## src/rtl/keypad_pkg.sv

```systemverilog
// Shared definitions for the 4x4 keypad scanner and its debounce FSM.
// Holds key-code field widths, the debounce state and scan-result
// encodings, and the column drive table.
package keypad_pkg;

  localparam int ROW_W  = 2;
  localparam int COL_W  = 2;
  localparam int CODE_W = ROW_W + COL_W;

  typedef enum logic [1:0] {
    ST_IDLE     = 2'd0,
    ST_PRESS_DB = 2'd1,
    ST_PRESSED  = 2'd2,
    ST_REL_DB   = 2'd3
  } db_state_e;

  typedef enum logic [1:0] {
    RES_EMPTY  = 2'd0,
    RES_SINGLE = 2'd1,
    RES_MULTI  = 2'd2
  } scan_res_e;

  // One-hot-low column drive for a column index.
  function automatic logic [3:0] col_drive(input logic [COL_W-1:0] idx);
    logic [3:0] drv;
    case (idx)
      2'd0:    drv = 4'b1110;
      2'd1:    drv = 4'b1101;
      2'd2:    drv = 4'b1011;
      default: drv = 4'b0111;
    endcase
    return drv;
  endfunction

endpackage

```

## src/rtl/keypad_debounce.sv

```systemverilog
// Debounce FSM: accepts a key after DEBOUNCE_SCANS identical single-key scans,
// releases after DEBOUNCE_SCANS empty scans. Latency: o_key_valid one cycle
// after the accepting scan-end strobe. No backpressure: o_key_valid is a strobe.
// Ports: clk, rst (sync, active-high); i_scan_end strobe with i_scan_res and
// i_scan_code for the finished scan; o_key_valid, o_key_code, o_key_held.
module keypad_debounce
  import keypad_pkg::*;
#(
  parameter int DEBOUNCE_SCANS = 4
) (
  input  logic              clk,
  input  logic              rst,
  input  logic              i_scan_end,
  input  scan_res_e         i_scan_res,
  input  logic [CODE_W-1:0] i_scan_code,
  output logic              o_key_valid,
  output logic [CODE_W-1:0] o_key_code,
  output logic              o_key_held
);

  localparam logic [3:0] DB_N = 4'(DEBOUNCE_SCANS);

  db_state_e         r_state;
  logic [3:0]        r_cnt;
  logic [CODE_W-1:0] r_cand;
  logic              r_valid;
  logic [CODE_W-1:0] r_code;
  logic              r_held;

  logic w_cnt_done;
  logic w_same_single;

  // Counter reaches the threshold on this scan.
  assign w_cnt_done    = (r_cnt + 4'd1) == DB_N;
  assign w_same_single = (i_scan_res == RES_SINGLE) && (i_scan_code == r_cand);

  always_ff @(posedge clk) begin
    if (rst) begin
      r_state <= ST_IDLE;
      r_cnt   <= 4'd0;
      r_cand  <= '0;
      r_valid <= 1'b0;
      r_code  <= '0;
      r_held  <= 1'b0;
    end else begin
      r_valid <= 1'b0;
      if (i_scan_end) begin
        case (r_state)
          ST_IDLE: begin
            if (i_scan_res == RES_SINGLE) begin
              r_cand <= i_scan_code;
              if (DB_N == 4'd1) begin
                r_state <= ST_PRESSED;
                r_cnt   <= 4'd0;
                r_code  <= i_scan_code;
                r_held  <= 1'b1;
                r_valid <= 1'b1;
              end else begin
                r_state <= ST_PRESS_DB;
                r_cnt   <= 4'd1;
              end
            end
          end
          ST_PRESS_DB: begin
            if (w_same_single) begin
              if (w_cnt_done) begin
                r_state <= ST_PRESSED;
                r_cnt   <= 4'd0;
                r_code  <= r_cand;
                r_held  <= 1'b1;
                r_valid <= 1'b1;
              end else begin
                r_cnt <= r_cnt + 4'd1;
              end
            end else begin
              r_state <= ST_IDLE;
              r_cnt   <= 4'd0;
            end
          end
          ST_PRESSED: begin
            // Key changes and ghosting are ignored until a clean release.
            if (i_scan_res == RES_EMPTY) begin
              if (DB_N == 4'd1) begin
                r_state <= ST_IDLE;
                r_cnt   <= 4'd0;
                r_held  <= 1'b0;
              end else begin
                r_state <= ST_REL_DB;
                r_cnt   <= 4'd1;
              end
            end
          end
          default: begin
            if (i_scan_res == RES_EMPTY) begin
              if (w_cnt_done) begin
                r_state <= ST_IDLE;
                r_cnt   <= 4'd0;
                r_held  <= 1'b0;
              end else begin
                r_cnt <= r_cnt + 4'd1;
              end
            end else begin
              // Release bounce: back to held without a new pulse.
              r_state <= ST_PRESSED;
              r_cnt   <= 4'd0;
            end
          end
        endcase
      end
    end
  end

  assign o_key_valid = r_valid;
  assign o_key_code  = r_code;
  assign o_key_held  = r_held;

endmodule

```

## src/rtl/keypad_scanner.sv

```systemverilog
// 4x4 matrix keypad scanner: column drive, row sync, per-scan accumulation.
// Latency: accept at end of the DEBOUNCE_SCANS-th full scan plus <=1 scan + 2 sync.
// No backpressure: key_valid is a one-cycle strobe, consumer must take it.
// Ports: clk, rst (sync, active-high); key_in rows (active-low, async);
// key_out column drive (one-hot-low); key_valid, key_code {row,col}, key_held.
module keypad_scanner
  import keypad_pkg::*;
#(
  parameter int SCAN_DIV       = 100000,
  parameter int DEBOUNCE_SCANS = 4
) (
  input  logic              clk,
  input  logic              rst,
  input  logic [3:0]        key_in,
  output logic [3:0]        key_out,
  output logic              key_valid,
  output logic [CODE_W-1:0] key_code,
  output logic              key_held
);

  localparam logic [19:0] DIV_LAST = 20'(SCAN_DIV - 1);

  logic [3:0]        r_sync1;
  logic [3:0]        r_sync2;
  logic [19:0]       r_div;
  logic [COL_W-1:0]  r_col;
  logic [1:0]        r_acc_cnt;
  logic [CODE_W-1:0] r_acc_code;

  logic              w_tick;
  logic [3:0]        w_hits;
  logic [2:0]        w_pop;
  logic [1:0]        w_col_cnt;
  logic [ROW_W-1:0]  w_row_idx;
  logic [1:0]        w_base_cnt;
  logic [CODE_W-1:0] w_base_code;
  logic [2:0]        w_sum;
  logic [1:0]        w_new_cnt;
  logic [CODE_W-1:0] w_new_code;
  scan_res_e         w_res;
  logic              w_scan_end;

  assign w_tick = (r_div == DIV_LAST);
  assign w_hits = ~r_sync2;
  assign w_pop  = {2'b0, w_hits[0]} + {2'b0, w_hits[1]}
                + {2'b0, w_hits[2]} + {2'b0, w_hits[3]};
  assign w_col_cnt = (w_pop >= 3'd2) ? 2'd2 : w_pop[1:0];

  // Lowest pressed row wins within a column.
  always_comb begin
    w_row_idx = '0;
    for (int i = 3; i >= 0; i--) begin
      if (w_hits[i]) w_row_idx = ROW_W'(i);
    end
  end

  // Column 0 starts a fresh scan, so ignore leftovers from the previous one.
  assign w_base_cnt  = (r_col == '0) ? 2'd0 : r_acc_cnt;
  assign w_base_code = (r_col == '0) ? '0 : r_acc_code;
  assign w_sum       = {1'b0, w_base_cnt} + {1'b0, w_col_cnt};
  assign w_new_cnt   = (w_sum >= 3'd2) ? 2'd2 : w_sum[1:0];
  assign w_new_code  = (w_base_cnt == 2'd0 && w_col_cnt != 2'd0)
                     ? {w_row_idx, r_col} : w_base_code;

  always_comb begin
    case (w_new_cnt)
      2'd0:    w_res = RES_EMPTY;
      2'd1:    w_res = RES_SINGLE;
      default: w_res = RES_MULTI;
    endcase
  end

  assign w_scan_end = w_tick && (r_col == 2'd3);

  always_ff @(posedge clk) begin
    if (rst) begin
      r_sync1    <= 4'hF;
      r_sync2    <= 4'hF;
      r_div      <= 20'd0;
      r_col      <= '0;
      r_acc_cnt  <= 2'd0;
      r_acc_code <= '0;
    end else begin
      r_sync1 <= key_in;
      r_sync2 <= r_sync1;
      if (w_tick) begin
        r_div      <= 20'd0;
        r_col      <= r_col + 2'd1;
        r_acc_cnt  <= w_new_cnt;
        r_acc_code <= w_new_code;
      end else begin
        r_div <= r_div + 20'd1;
      end
    end
  end

  assign key_out = col_drive(r_col);

  keypad_debounce #(
    .DEBOUNCE_SCANS(DEBOUNCE_SCANS)
  ) u_debounce (
    .clk         (clk),
    .rst         (rst),
    .i_scan_end  (w_scan_end),
    .i_scan_res  (w_res),
    .i_scan_code (w_new_code),
    .o_key_valid (key_valid),
    .o_key_code  (key_code),
    .o_key_held  (key_held)
  );

endmodule

```

## config.mk

```make
export PLATFORM = sky130hd
export DESIGN_NAME = keypad_scanner
export DESIGN_NICKNAME = d
export VERILOG_FILES = /design/src/rtl/keypad_pkg.sv /design/src/rtl/keypad_debounce.sv /design/src/rtl/keypad_scanner.sv
export SDC_FILE = /design/constraint.sdc
export NUM_CORES = 1
export LEC_CHECK = 0
export CAP_MARGIN = 20
export CORE_ASPECT_RATIO = 1.5
export CORE_MARGIN = 8
export CORE_UTILIZATION = 25
export DETAILED_ROUTE_END_ITERATION = 8
export HOLD_SLACK_MARGIN = 0.02
export PLACE_DENSITY = 0.37
export SLEW_MARGIN = 20
export SYNTH_ARGS = -nofsm -noshare
export SYNTH_HDL_FRONTEND = slang
export SYNTH_SLANG_ARGS = --single-unit
```

## constraint.sdc

```tcl
create_clock -name clk -period 4.55 [get_ports clk]
set_input_delay 0.91 -clock clk [delete_from_list [all_inputs] [get_ports clk]]
set_output_delay 0.91 -clock clk [all_outputs]
set_load 0.01 [all_outputs]
```

; After elaboration in Yosys (flattened, before gate mapping)
; Cells that the tools add are included.
[totals]
output_inout_bits = 10
reg_bits = 52
inputBits = 6
[classes]
n_mux = 30
n_eq_ne = 15
n_lt_le_gt_ge = 2
n_bitwise = 5
n_reduce_logical = 18
add_sub_neg = 7
[ops]
columns = op, count
row1 = 2-to-1 mux 4 bit, 7
row2 = 2-to-1 mux 2 bit, 13
row3 = one-hot mux 4 bit (3 select lines), 2
row4 = "adder 20 x 1 -> 20 bit, second input constant", 1
row5 = "== test 20 x 17 -> 1 bit, second input constant", 1
row6 = logical NOT 2 bit, 5
row7 = AND reduction 5 bit, 2
row8 = "== test 2 x 1 -> 1 bit, second input constant", 4
row9 = "== test 2 bit, second input constant", 3
row10 = "greater-or-equal comparator 3 x 2 -> 1 bit, second input constant", 2
row11 = "inequality test 2 x 1 -> 1 bit, second input constant", 3
row12 = one-hot mux 2 bit (3 select lines), 1
row13 = AND reduction 3 bit, 2
row14 = 2-to-1 mux 1 bit, 5
row15 = "inequality test 5 x 4 -> 1 bit, second input constant", 1
row16 = "adder 4 x 1 -> 4 bit, second input constant", 1
row17 = "== test 4 x 3 -> 1 bit, second input constant", 1
row18 = == test 4 bit, 1
row19 = NOT 1 bit, 4
row20 = NOT 4 bit, 1
row21 = one-hot mux 2 bit (2 select lines), 1
row22 = AND reduction 4 bit, 1
row23 = nonzero test 2 bit, 2
row24 = OR reduction 2 bit, 2
row25 = 9 further kinds, 11

; Longest topological paths before layout
; Gate-level depths: netlist of run 1.
[logic_depth]
ltp_word = 15
ltp_mapped = 16

; Cells and area by module
; A second synthesis of run 1 with hierarchy kept.
[unflattened]
hier_cells = 311
hier_area_um2 = 2771.4
[modules_own_cells]
columns = mod, area_each_um2, cells_per_inst, seq_area_each_um2, instances
row1 = keypad_scanner, 1810.5, 206, 720.7, 1
row2 = keypad_debounce, 960.9, 105, 320.3, 1

; Worst setup path before layout of run 1
; OpenSTA, ideal clock, no wires.
[synth_timing]
path_type = flip-flop to flip-flop
start = reg r_sync2[0]
end = reg u_debounce.r_held (netlist: u_debounce.o_key_held)
setup_slack_ps = 1185
stages_incl_launch_ff = 17
required_ps = 4479
t_arrival_ps = 3295
setup_time_ps = 71
cell_sequence = dfxtp_1 fa_1 inv_1 ha_1 inv_1 ha_1 and2_1 ha_1 inv_1 fa_1 and3_1 nand3b_1 o21bai_1 a221oi_2 a21oi_2 or3_1 a21oi_1
[synth_via]
elab_chain_cells = 15
[synth_rtl]
columns = item, line_no
row1 = "start, declared", keypad_scanner.sv:24  ; logic [3:0] r_sync2;
row2 = "start signal, assigned", keypad_scanner.sv:85  ; r_sync2 <= r_sync1;
row3 = NOT 4 bit (*), keypad_scanner.sv:44  ; assign w_hits = ~r_sync2;
row4 = adder 1 x 1 -> 2 bit, keypad_scanner.sv:45  ; assign w_pop = {2'b0, w_hits[0]} + {2'b0, w_hits[1]}
row5 = adder 2 x 1 -> 3 bit, keypad_scanner.sv:46  ; + {2'b0, w_hits[2]} + {2'b0, w_hits[3]};
row6 = adder 3 x 1 -> 3 bit, keypad_scanner.sv:46
row7 = greater-or-equal comparator 3 x 2 -> 1 bit, keypad_scanner.sv:47  ; assign w_col_cnt = (w_pop >= 3'd2) ? 2'd2 : w_pop[1:0];
row8 = 2-to-1 mux 2 bit, keypad_scanner.sv:47
row9 = adder 2 x 2 -> 3 bit, keypad_scanner.sv:60  ; assign w_sum = {1'b0, w_base_cnt} + {1'b0, w_col_cnt};
row10 = greater-or-equal comparator 3 x 2 -> 1 bit, keypad_scanner.sv:61  ; assign w_new_cnt = (w_sum >= 3'd2) ? 2'd2 : w_sum[1:0];
row11 = 2-to-1 mux 2 bit, keypad_scanner.sv:61
row12 = == test 2 x 1 -> 1 bit / logical NOT 2 bit (equally long branches), keypad_scanner.sv:66  ; case (w_new_cnt)
row13 = one-hot mux 2 bit (2 select lines), keypad_scanner.sv:66
row14 = == test 2 x 1 -> 1 bit, keypad_debounce.sv:35  ; assign w_same_single = (i_scan_res == RES_SINGLE) && (i_scan_code == r_cand);
row15 = logical AND 1 bit, keypad_debounce.sv:35
row16 = inequality test 2 x 1 -> 1 bit (no source line), n/a
row17 = AND reduction 5 bit (no source line) (*), n/a
row18 = "end signal, assigned", keypad_debounce.sv:44  ; r_held <= 1'b0;
row19 = "end signal, assigned", keypad_debounce.sv:56  ; r_held <= 1'b1;
row20 = "end signal, assigned", keypad_debounce.sv:70  ; r_held <= 1'b1;
row21 = "end, declared", keypad_debounce.sv:28  ; logic r_held;
; Every way passes the cells marked *; elsewhere a longest branch is shown, timed or not.
; A chain may end at the register's enable or synchronous reset.

; Final worst setup path of run 1
; Same ends and word-level chain as after synthesis.

==> impl_metrics.csv, run 1 <==
group,metric,value,unit
worst_setup_path,cp_cell_sequence,"fa_1, inv_1, ha_1, inv_1, ha_1, and2_1, ha_1, inv_1, fa_1, and3_1, nand3b_1, o21bai_1, a221oi_2, a21oi_2, or3_1, a21oi_1",
cts,path_clk_slew,70,ps
timing,rsz0062_at_grt,"no",
cts,postCtsHoldBufs,0,
worst_setup_path,cp_max_fo,4,
timing,whs,410,ps
timing,hold_viol_final,0,
drt,routed_wl,6200,um
grt,grt_pass1_vias,2062,
synthesis,synth-edff-count,0,
drt,drtIter0Drc,64,
finish,nNetsFinal,333,
cts,cts_tree,"done",
synthesis,synth_compound_area_share,9.66,%
synthesis,ys_ff_latch,52,
grt,grtUsageTotal,9.46,%
cts,clock_latency,290,ps
job,drv_cap,0,
floorplan,rows,46,
synthesis,synth_simple_gate_area_share,28.3,%
pwr,powerDensity,291,nW/um2
synthesis,netlist.area_leader.share,39.8,%
cts,cts_setup_buffers,0,
grt,overflow,0,
synthesis,synth.area.mux_share,4.21,%
floorplan,io_pins,16,
synthesis,syn-cell-area,2620,um2
placed_design,dp_cells,451,
synthesis,yosys_most_used_dff,"dfxtp_1",
drt,ant_nets,0,
finish,areaGrowthSynthToFinish,17.0,%
finish,final_cells,458,
timing,fmax,0.271,GHz
cts,cts-root-buf,"clkbuf_16",
placed_design,dp_hpwl,4630,um
worst_setup_path,r2r_slack,850,ps
synthesis,synth_area_leader_cell,"dfxtp_1",
synthesis,synthAdderAreaFrac,6.79,%
timing,setup_tns,0,ps
cts,cts_buffer_depth,2,
timing,post-route-min-period,3700,ps
finish,drive_gt1_share,8.60,%
worst_setup_path,cp_slowest_stage_delay,540,ps
cts,cts.repair.resized,0,
synthesis,synthArstFlopShare,0,%
grt,grt_start_max_net_pins,27,
timing,max_slew_margin,50.6,%
worst_hold_path,holdCritPathClass,"flop to flop",
drt,drc_errors,0,
grt,grt_pass1_wl,10400,um
cts,cts_buffers,5,
floorplan,design.core.area,10400,um2
worst_setup_path,start_kind,"flop",
floorplan,die_width,99.5,um
synthesis,yosysSeqAreaShare,39.8,%
timing,worst_slew_pin_slew,734,ps
cts,htree_levels,2,
placed_design,numPortBuffers,15,
cts,clock_sinks,52,
synthesis,synth_top_family_by_area,"simple AND/OR/NAND/NOR gates",
finish,nFillCells,1121,
timing,fin_crit_sh,81.2,%
pwr,p_leak,0.00124,uW
placed_design,gp_congestion,0.738,
worst_setup_path,worst_path_max_delay_cell,"fa_1",
finish,antenna_cells,0,
synthesis,synth_cells,299,
grt,antenna_found_initial,0,
worst_setup_path,crit_required,4780,ps
drt,routed-via-count,2064,
timing,final-setup-viol-count,0,
drt,drt_pass1_iterations,4,
synthesis,synth.net_count,318,
finish,final_core_util,29.4,%
worst_setup_path,worstSetupEndpointType,"flop",
synthesis,yosysWarnings,0,
timing,slew_violations,0,
drt,wl_per_cell,13.5,um
floorplan,start_util,25.1,%
worst_setup_path,setup.worst_path.class,"flop to flop",
floorplan,die_y,141,um
pwr,vdd_drop_max,0.127,mV
floorplan,fp.dieArea,14100,um2
synthesis,netlist_top_cells_area,"dfxtp_1 40%, nor2_1 5.9%, ha_1 5.3%, xor2_1 4.3%, mux2i_1 4.2%",
timing,skew,7.24,ps
worst_setup_path,arrival,3930,ps
synthesis,ys_types,50,
run_status,outcome,"finished, final reports clean",
drt,routed_via_density,4.51,
synthesis,synthXorXnorAreaFrac,7.70,%
synthesis,synth_area_per_cell,8.75,um2
-- cell families (layout without fill, tap and decap cells) --
kind of cell	after synthesis	count (layout)
flip-flops	52	52
buffers and inverters	25	40
XOR/XNOR	23	23
AND/OR/NAND/NOR	139	139
AO/OA/AOI/OAI	36	36
adder cells (fa/ha/maj)	13	13
multiplexers	11	11
-- through the flow --
stage	worst slack, ps	area, um2	total power [uW]
finish	855	3060	892
global route	559	3060	930
CTS	803	3060	908
detailed placement	837	2930	531
global placement	852	2930	531
floorplan	1180	2620	513
-- registers in the layout, indices dropped and copies added, names as in the netlist, 4 cells and up --
name                   cells
u_debounce.o_key_code      4
r_acc_code                 4
r_div                     20
r_sync1                    4
r_sync2                    4
u_debounce.r_cand          4
u_debounce.r_cnt           4
-- power by group --
group	leakage (uW)	internal [uW]	switching, uW	total, uW
sequential	0.000421	460	3.25	464
combinational	0.000756	21.9	33.6	55.5
clock	0.0000667	201	172	373
-- layout make-up --
class                   instances  area, um2  share of cell area (%)
multi-input cells             222       1480                    48.4
flip-flops and latches         52       1040                    34.0
well taps                     144        180                    5.88
repair buffers                 17        165                    5.39
clock buffers                   6        129                    4.21
inverters                      16       60.1                    1.96
clock inverters                 1       5.00                   0.163
-- cell usage in the layout, fill, tap and decap left out, drive strengths merged, types with 4 or more instances in the layout --
cell / instances
ha: 11
clkdlybuf4s50: 15
a21oi: 8
inv: 16
nor3: 6
nand4: 4
or2: 10
mux2i: 11
clkbuf: 6
xor2: 13
xnor2: 10
nor4: 5
nand2b: 5
nand2: 18
o21ai: 10
and3: 9
nor2: 41
dfxtp: 52
nand3: 20
-- routing by layer --
metal | vias up | track usage, % | wire (um)
li1 | 1054 | - | -
met1 | 978 | 9.44 | 2500
met2 | 23 | 18.0 | 3410
met3 | 9 | 1.91 | 145
met4 | 0 | 4.48 | 139
met5 | - | 0 | 0
-- critical path: cells and delay by family (launching register included) --
family,cells,cell delay [ps]
flip-flops,1,340
adder cells (fa/ha/maj),5,1530
AND/OR/NAND/NOR,4,870
AO/OA/AOI/OAI,4,760
buffers and inverters,3,130
-- path summary, 6_finish.rpt --
check,start,to,cells after the start
max,r_sync2[0],u_debounce.o_key_held,16
min,r_sync1[1],r_sync2[1],1
max reg2reg,r_sync2[0],u_debounce.o_key_held,16
min reg2reg,r_sync1[1],r_sync2[1],1
-- Yosys cell counts (3+ instances only) --
| library cell | instances |
|---|---|
| mux2i_1 | 11 |
| ha_1 | 11 |
| clkbuf_1 | 9 |
| dfxtp_1 | 52 |
| nor2_1 | 41 |
| nor3_1 | 6 |
| and2b_2 | 3 |
| nor4_1 | 4 |
| or2_2 | 9 |
| inv_1 | 16 |
| o21bai_1 | 3 |
| nand3b_1 | 3 |
| nand2_1 | 17 |
| o21ai_0 | 10 |
| nor2b_1 | 3 |
| xor2_1 | 13 |
| nand3_1 | 20 |
| nand2b_1 | 5 |
| a21oi_1 | 7 |
| nand4_1 | 4 |
| and3_1 | 7 |
| xnor2_1 | 10 |
Note: power is estimated with default switching activity, not from simulation.
==> run 2: changes to the inputs <==
PLACE_DENSITY = 0.39   (was 0.37)
clock period = 3.17 ns   (was 4.55 ns; I/O delays follow)
==> impl_metrics.csv, run 2 (synthesis results as in run 1) <==
group,metric,value,unit
finish,drive_gt1_share,21.2,%
finish,regMostFlops,"r_div",
floorplan,die_y,141,um
timing,final-setup-viol-count,11,
drt,drt_pass1_iterations,4,
grt,antenna_found_initial,0,
drt,routed_wl,6280,um
floorplan,fp.dieArea,14100,um2
worst_setup_path,worstSetupEndpointType,"flop",
cts,cts_buffer_depth,2,
drt,wl_per_cell,13.0,um
finish,final_cell_mix,"50 x dfxtp_1, 41 x nor2_1, 25 x buf_4",
floorplan,design.core.area,10400,um2
worst_setup_path,arrival,3640,ps
worst_setup_path,start_kind,"flop",
run_status,violations,"setup timing",
cts,clock_latency,300,ps
worst_setup_path,cp_slowest_stage_delay,540,ps
pwr,p_leak,0.00138,uW
pwr,vdd_drop_max,0.189,mV
drt,drc_errors,0,
grt,grt_start_max_net_pins,19,
finish,final_cells,484,
drt,routed-via-count,2142,
cts,cts_buffers,5,
cts,cts_tree,"done",
run_status,outcome,"finished with violations",
timing,post-route-min-period,3410,ps
worst_setup_path,cp_cell_sequence,"fa_1, inv_1, ha_2, inv_2, ha_4, and2_4, ha_4, inv_2, fa_1, and3_4, nand3b_1, o21bai_4, a221oi_4, a21oi_2, or3_1, a21oi_2",
worst_setup_path,cp_max_fo,4,
placed_design,gp_congestion,0.729,
finish,areaGrowthSynthToFinish,29.1,%
finish,fin_area,3380,um2
floorplan,die_width,99.5,um
cts,clock_sinks,52,
timing,hold_viol_final,0,
cts,cts-root-buf,"clkbuf_16",
floorplan,start_util,25.1,%
pwr,powerDensity,397,nW/um2
worst_hold_path,holdCritPathClass,"flop to flop",
placed_design,dpl-instance-area,3130,um2
cts,htree_levels,2,
timing,skew,14.1,ps
placed_design,dp_hpwl,4770,um
timing,max_slew_margin,60.4,%
floorplan,rows,46,
timing,rsz0062_at_grt,"yes",
finish,antenna_cells,0,
timing,slew_violations,0,
timing,worst_slew_pin_slew,587,ps
worst_setup_path,worst_path_max_delay_cell,"fa_1",
pwr,totalPowerFinal,1340,uW
placed_design,numPortBuffers,15,
worst_setup_path,setup.worst_path.class,"flop to flop",
worst_setup_path,crit_required,3410,ps
timing,fmax,0.294,GHz
finish,nNetsFinal,358,
drt,routed_via_density,4.43,
timing,setup_ws,-236,ps
floorplan,io_pins,16,
timing,fin_crit_sh,107,%
grt,grt_pass1_wl,10800,um
placed_design,dp_cells,474,
cts,path_clk_slew,70,ps
drt,drtIter0Drc,66,
finish,final_common_cell,"dfxtp_1",
grt,overflow,0,
grt,grtUsageTotal,9.67,%
drt,ant_nets,0,
job,drv_cap,0,
grt,grt_pass1_vias,2198,
finish,largest_reg_flops,20,
-- run 2: cell types whose count changed in the layout (fill, tap and decap cells not counted), sizes merged --
cell and change:
buf +25, clkbuf +1, clkinv -1, clkinvlp +1
-- run 2: where the power goes --
part	internal, uW	total (uW)	switching, uW
logic	57.9	116	58.3
clock network	315	561	245
registers	661	666	4.57
-- run 2: final timing paths --
check	start	end	slack, ps	cells past startpoint
worst max-delay path	r_sync2[3]	u_debounce.r_cnt[0]	-240	16
worst min-delay path	r_sync1[1]	r_sync2[1]	410	1
worst max register to register	r_sync2[3]	u_debounce.r_cnt[0]	-240	16
worst min register to register	r_sync1[1]	r_sync2[1]	410	1
-- run 2: cell type report --
cell class	instances	area, um2
clock inverter	1	7.51
timing repair buffer	42	360
multi-input combinational	222	1590
clock buffer	7	143
inverter	16	60.1
fill	1088	7040
tap	144	180
sequential	52	1040
-- run 2: worst max-delay path, delay by kind of cell (launching register included) --
kind	cells	cell delay (ps)
adder cells (fa/ha/maj)	5	1460
buffers and inverters	3	130
AND/OR/NAND/NOR	4	770
flip-flops	1	330
AO/OA/AOI/OAI	4	660
-- run 2: repair_timing --
item | in CTS | in global routing
pin swaps | 8 | 5
setup buffers | 3 | 0
hold buffers | 0 | 0
resized for setup | 11 | 7
endpoints found under the setup margin | 12 | 12
-- run 2: through the flow --
step | TNS (ps) | utilization [%] | hold slack (ps) | setup slack (ps)
finish | -1940 | 32.4 | 409 | -236
global route | -4580 | 32.4 | 423 | -450
CTS | -2130 | 32.0 | 413 | -262
detailed placement | -2600 | 30.0 | 396 | -310
global placement | -2400 | 30.0 | 392 | -274
floorplan | -698 | - | 389 | -126
-- run 2: metal layers --
metal / up-vias / part of all wire [%] / track usage (%)
met2: 14 / 56 / 18.2
met3: 7 / 2.2 / 2.01
met5: - / 0 / 0
li1: 1103 / - / -
met1: 1018 / 40 / 9.91
met4: 0 / 1.7 / 4.32
==> RTL change: new RTL, flow settings as in run 1 <==
The 4 states of `db_state_e` get a one-hot encoding in 4 bits.
--- a/src/rtl/keypad_pkg.sv
+++ b/src/rtl/keypad_pkg.sv
@@ -7,11 +7,11 @@
   localparam int COL_W  = 2;
   localparam int CODE_W = ROW_W + COL_W;
 
-  typedef enum logic [1:0] {
-    ST_IDLE     = 2'd0,
-    ST_PRESS_DB = 2'd1,
-    ST_PRESSED  = 2'd2,
-    ST_REL_DB   = 2'd3
+  typedef enum logic [3:0] {
+    ST_IDLE     = 4'b0001,
+    ST_PRESS_DB = 4'b0010,
+    ST_PRESSED  = 4'b0100,
+    ST_REL_DB   = 4'b1000
   } db_state_e;
 
   typedef enum logic [1:0] {
Behaviour: no difference found for any inputs over 10 cycles, from zero or initial values and one cycle with rst high; not proved beyond that.
==> RTL change against run 1 <==
Non-clock buffer count rose by 1; setup slack got worse by 0.22 ns; total power rose by 2.3%; critical path depth decreased by 2; synthesized area increased by 8.2%; routed wire length increased by 5.8%; cell count up 7.0%; utilization is 0.23 points higher; sequential cell count grew 2; final area increased by 6.9%; critical path type unchanged; largest cell class unchanged.
==> RTL change: results (changes against run 1) <==
metric;value;unit;change
ys async rst share;0;%;unchanged
post-cts gate resize count;0;;unchanged
Slew @ Worst Pin;0.553;ns;-0.181 ns
number of global-route vias before repair;2286;;+11%
Total GRT Usage;9.41;%;-0.049 points
Syn Nets;346;;+8.8%
delay-heaviest family, CP;adder cells;;
nets;362;;+8.7%
Initial DRC Count;76;;+19%
Avg Vias per Cell;4.56;;+1.3%
wire length per cell;13.4;um;-1.1%
DR pass1 iterations;4;;unchanged
post-placement cell area;3140;um^2;+7.3%
Hold Slack;0.410;ns;-0.00000700 ns
hold path cells;1;;unchanged
commonest cells in the netlist;dfxtp_1 (54), nor2_1 (51), nand2_1 (23);;
Setup Skew;0.00441;ns;-0.00283 ns
R2R cell count;14;;-2
maximum VDD drop;0.128;mV;+0.53%
Max Fanout on Critical Path;11;;+7
flop-to-flop setup slack;0.63;ns;-0.22 ns
largest net degree at the start of global routing;38;;+41%
routability cong.;0.781;;+5.8%
top cells by area, synth;dfxtp_1 (38%), nor2_1 (6.8%), ha_1 (4.9%), mux2i_1 (4.2%), xor2_1 (3.1%);;
WP data arrival;4.10;ns;+0.17 ns
Reg2Reg Capture Point;u_debounce.r_state[1];;
Pleak;0.00118;uW;-5.1%
first-pass GRT wire length;11200;um;+7.4%
Fillers;1249;;+11%
sequential element share of the synthesized area;38.2;%;-1.6 points
outcome;completed;;
TritonCTS Buffers;5;;unchanged
min-delay src;r_sync1[1];;
synth unique cells;59;;+18%
antenna violations before repair;0;;unchanged
antenna cells;0;;unchanged
DPL Wire Length;4910;um;+6.0%
CP max stage delay;0.56;ns;+0.02 ns
layout cells sized above 1;9.33;%;+0.73 points
==> RTL change: changes by cell type in the layout (fill, tap and decap cells not counted), moves of 3 or more <==
| cell | change |
|---|---|
| inv_1 | +4 |
| nor3_2 | +4 |
| xor2_1 | -3 |
| nand3_1 | -9 |
| nand2_1 | +6 |
| nor2b_1 | +8 |
| nor3_1 | -3 |
| nor2_1 | +10 |
| a21o_1 | +4 |
==> RTL change: cells by family after synthesis <==
family                   Yosys count  synth area share [%]
AND/OR/NAND/NOR                  150                  27.7
flip-flops                        54                  38.2
AO/OA/AOI/OAI                     49                  12.7
buffers and inverters             29                  4.28
XOR/XNOR                          18                  5.57
multiplexers                      14                  5.30
adder cells (fa/ha/maj)           13                  6.27
==> RTL change: area by class of cell <==
cell class	count	area, um^2	share of cell area (%)
flip-flops and latches	54	1080	33.0
multi-input cells	244	1630	49.8
clock buffers	7	133	4.05
inverters	20	75.1	2.29
repair buffers	18	173	5.27
well taps	147	184	5.61
==> RTL change: worst register-to-register path: stages (launching register included) <==
cell and delay [ns]:
dfxtp_1 0.35, fa_1 0.48, inv_1 0.07, ha_1 0.13, inv_1 0.04, ha_1 0.30, and2b_2 0.23, fa_1 0.56
nand2_1 0.08, or2_2 0.29, a22oi_1 0.15, o311a_1 0.41, nor2b_1 0.31, a21oi_4 0.11, mux2_4 0.30
==> RTL change: per-layer routing <==
metal / track usage [%] / vias up / wire [um]
met5: 0 / - / 0
met4: 3.42 / 0 / 125
met3: 2.24 / 9 / 163
met2: 17.8 / 16 / 3560
met1: 9.42 / 1059 / 2700
li1: - / 1152 / -
==> RTL change: power breakdown <==
part           total (uW)  switching, uW  internal, uW
Sequential            481           3.26           478
Clock                 370            168           202
Combinational        60.7           36.3          24.4
Total                 912            207           704
==> RTL change: stage by stage <==
step,std cells,power [uW],worst slack [ns]
floorplan,327,540,0.955
global placement,483,554,0.717
detailed placement,483,554,0.637
CTS,490,933,0.602
global route,490,957,0.337
finish,490,912,0.634
==> RTL change: worst max path at each step <==
stage	startpoint	endpoint	slack (ns)	cells after the start
after floorplan	r_sync2[0]	u_debounce.r_state[1]	0.96	14
after detailed placement	r_sync2[0]	u_debounce.r_state[1]	0.64	16
final	r_sync2[0]	u_debounce.r_state[1]	0.63	14
after CTS	r_sync2[0]	u_debounce.r_state[1]	0.60	14
after global routing	r_sync2[0]	u_debounce.r_state[1]	0.34	16
after global placement	r_sync2[0]	u_debounce.r_state[1]	0.72	14
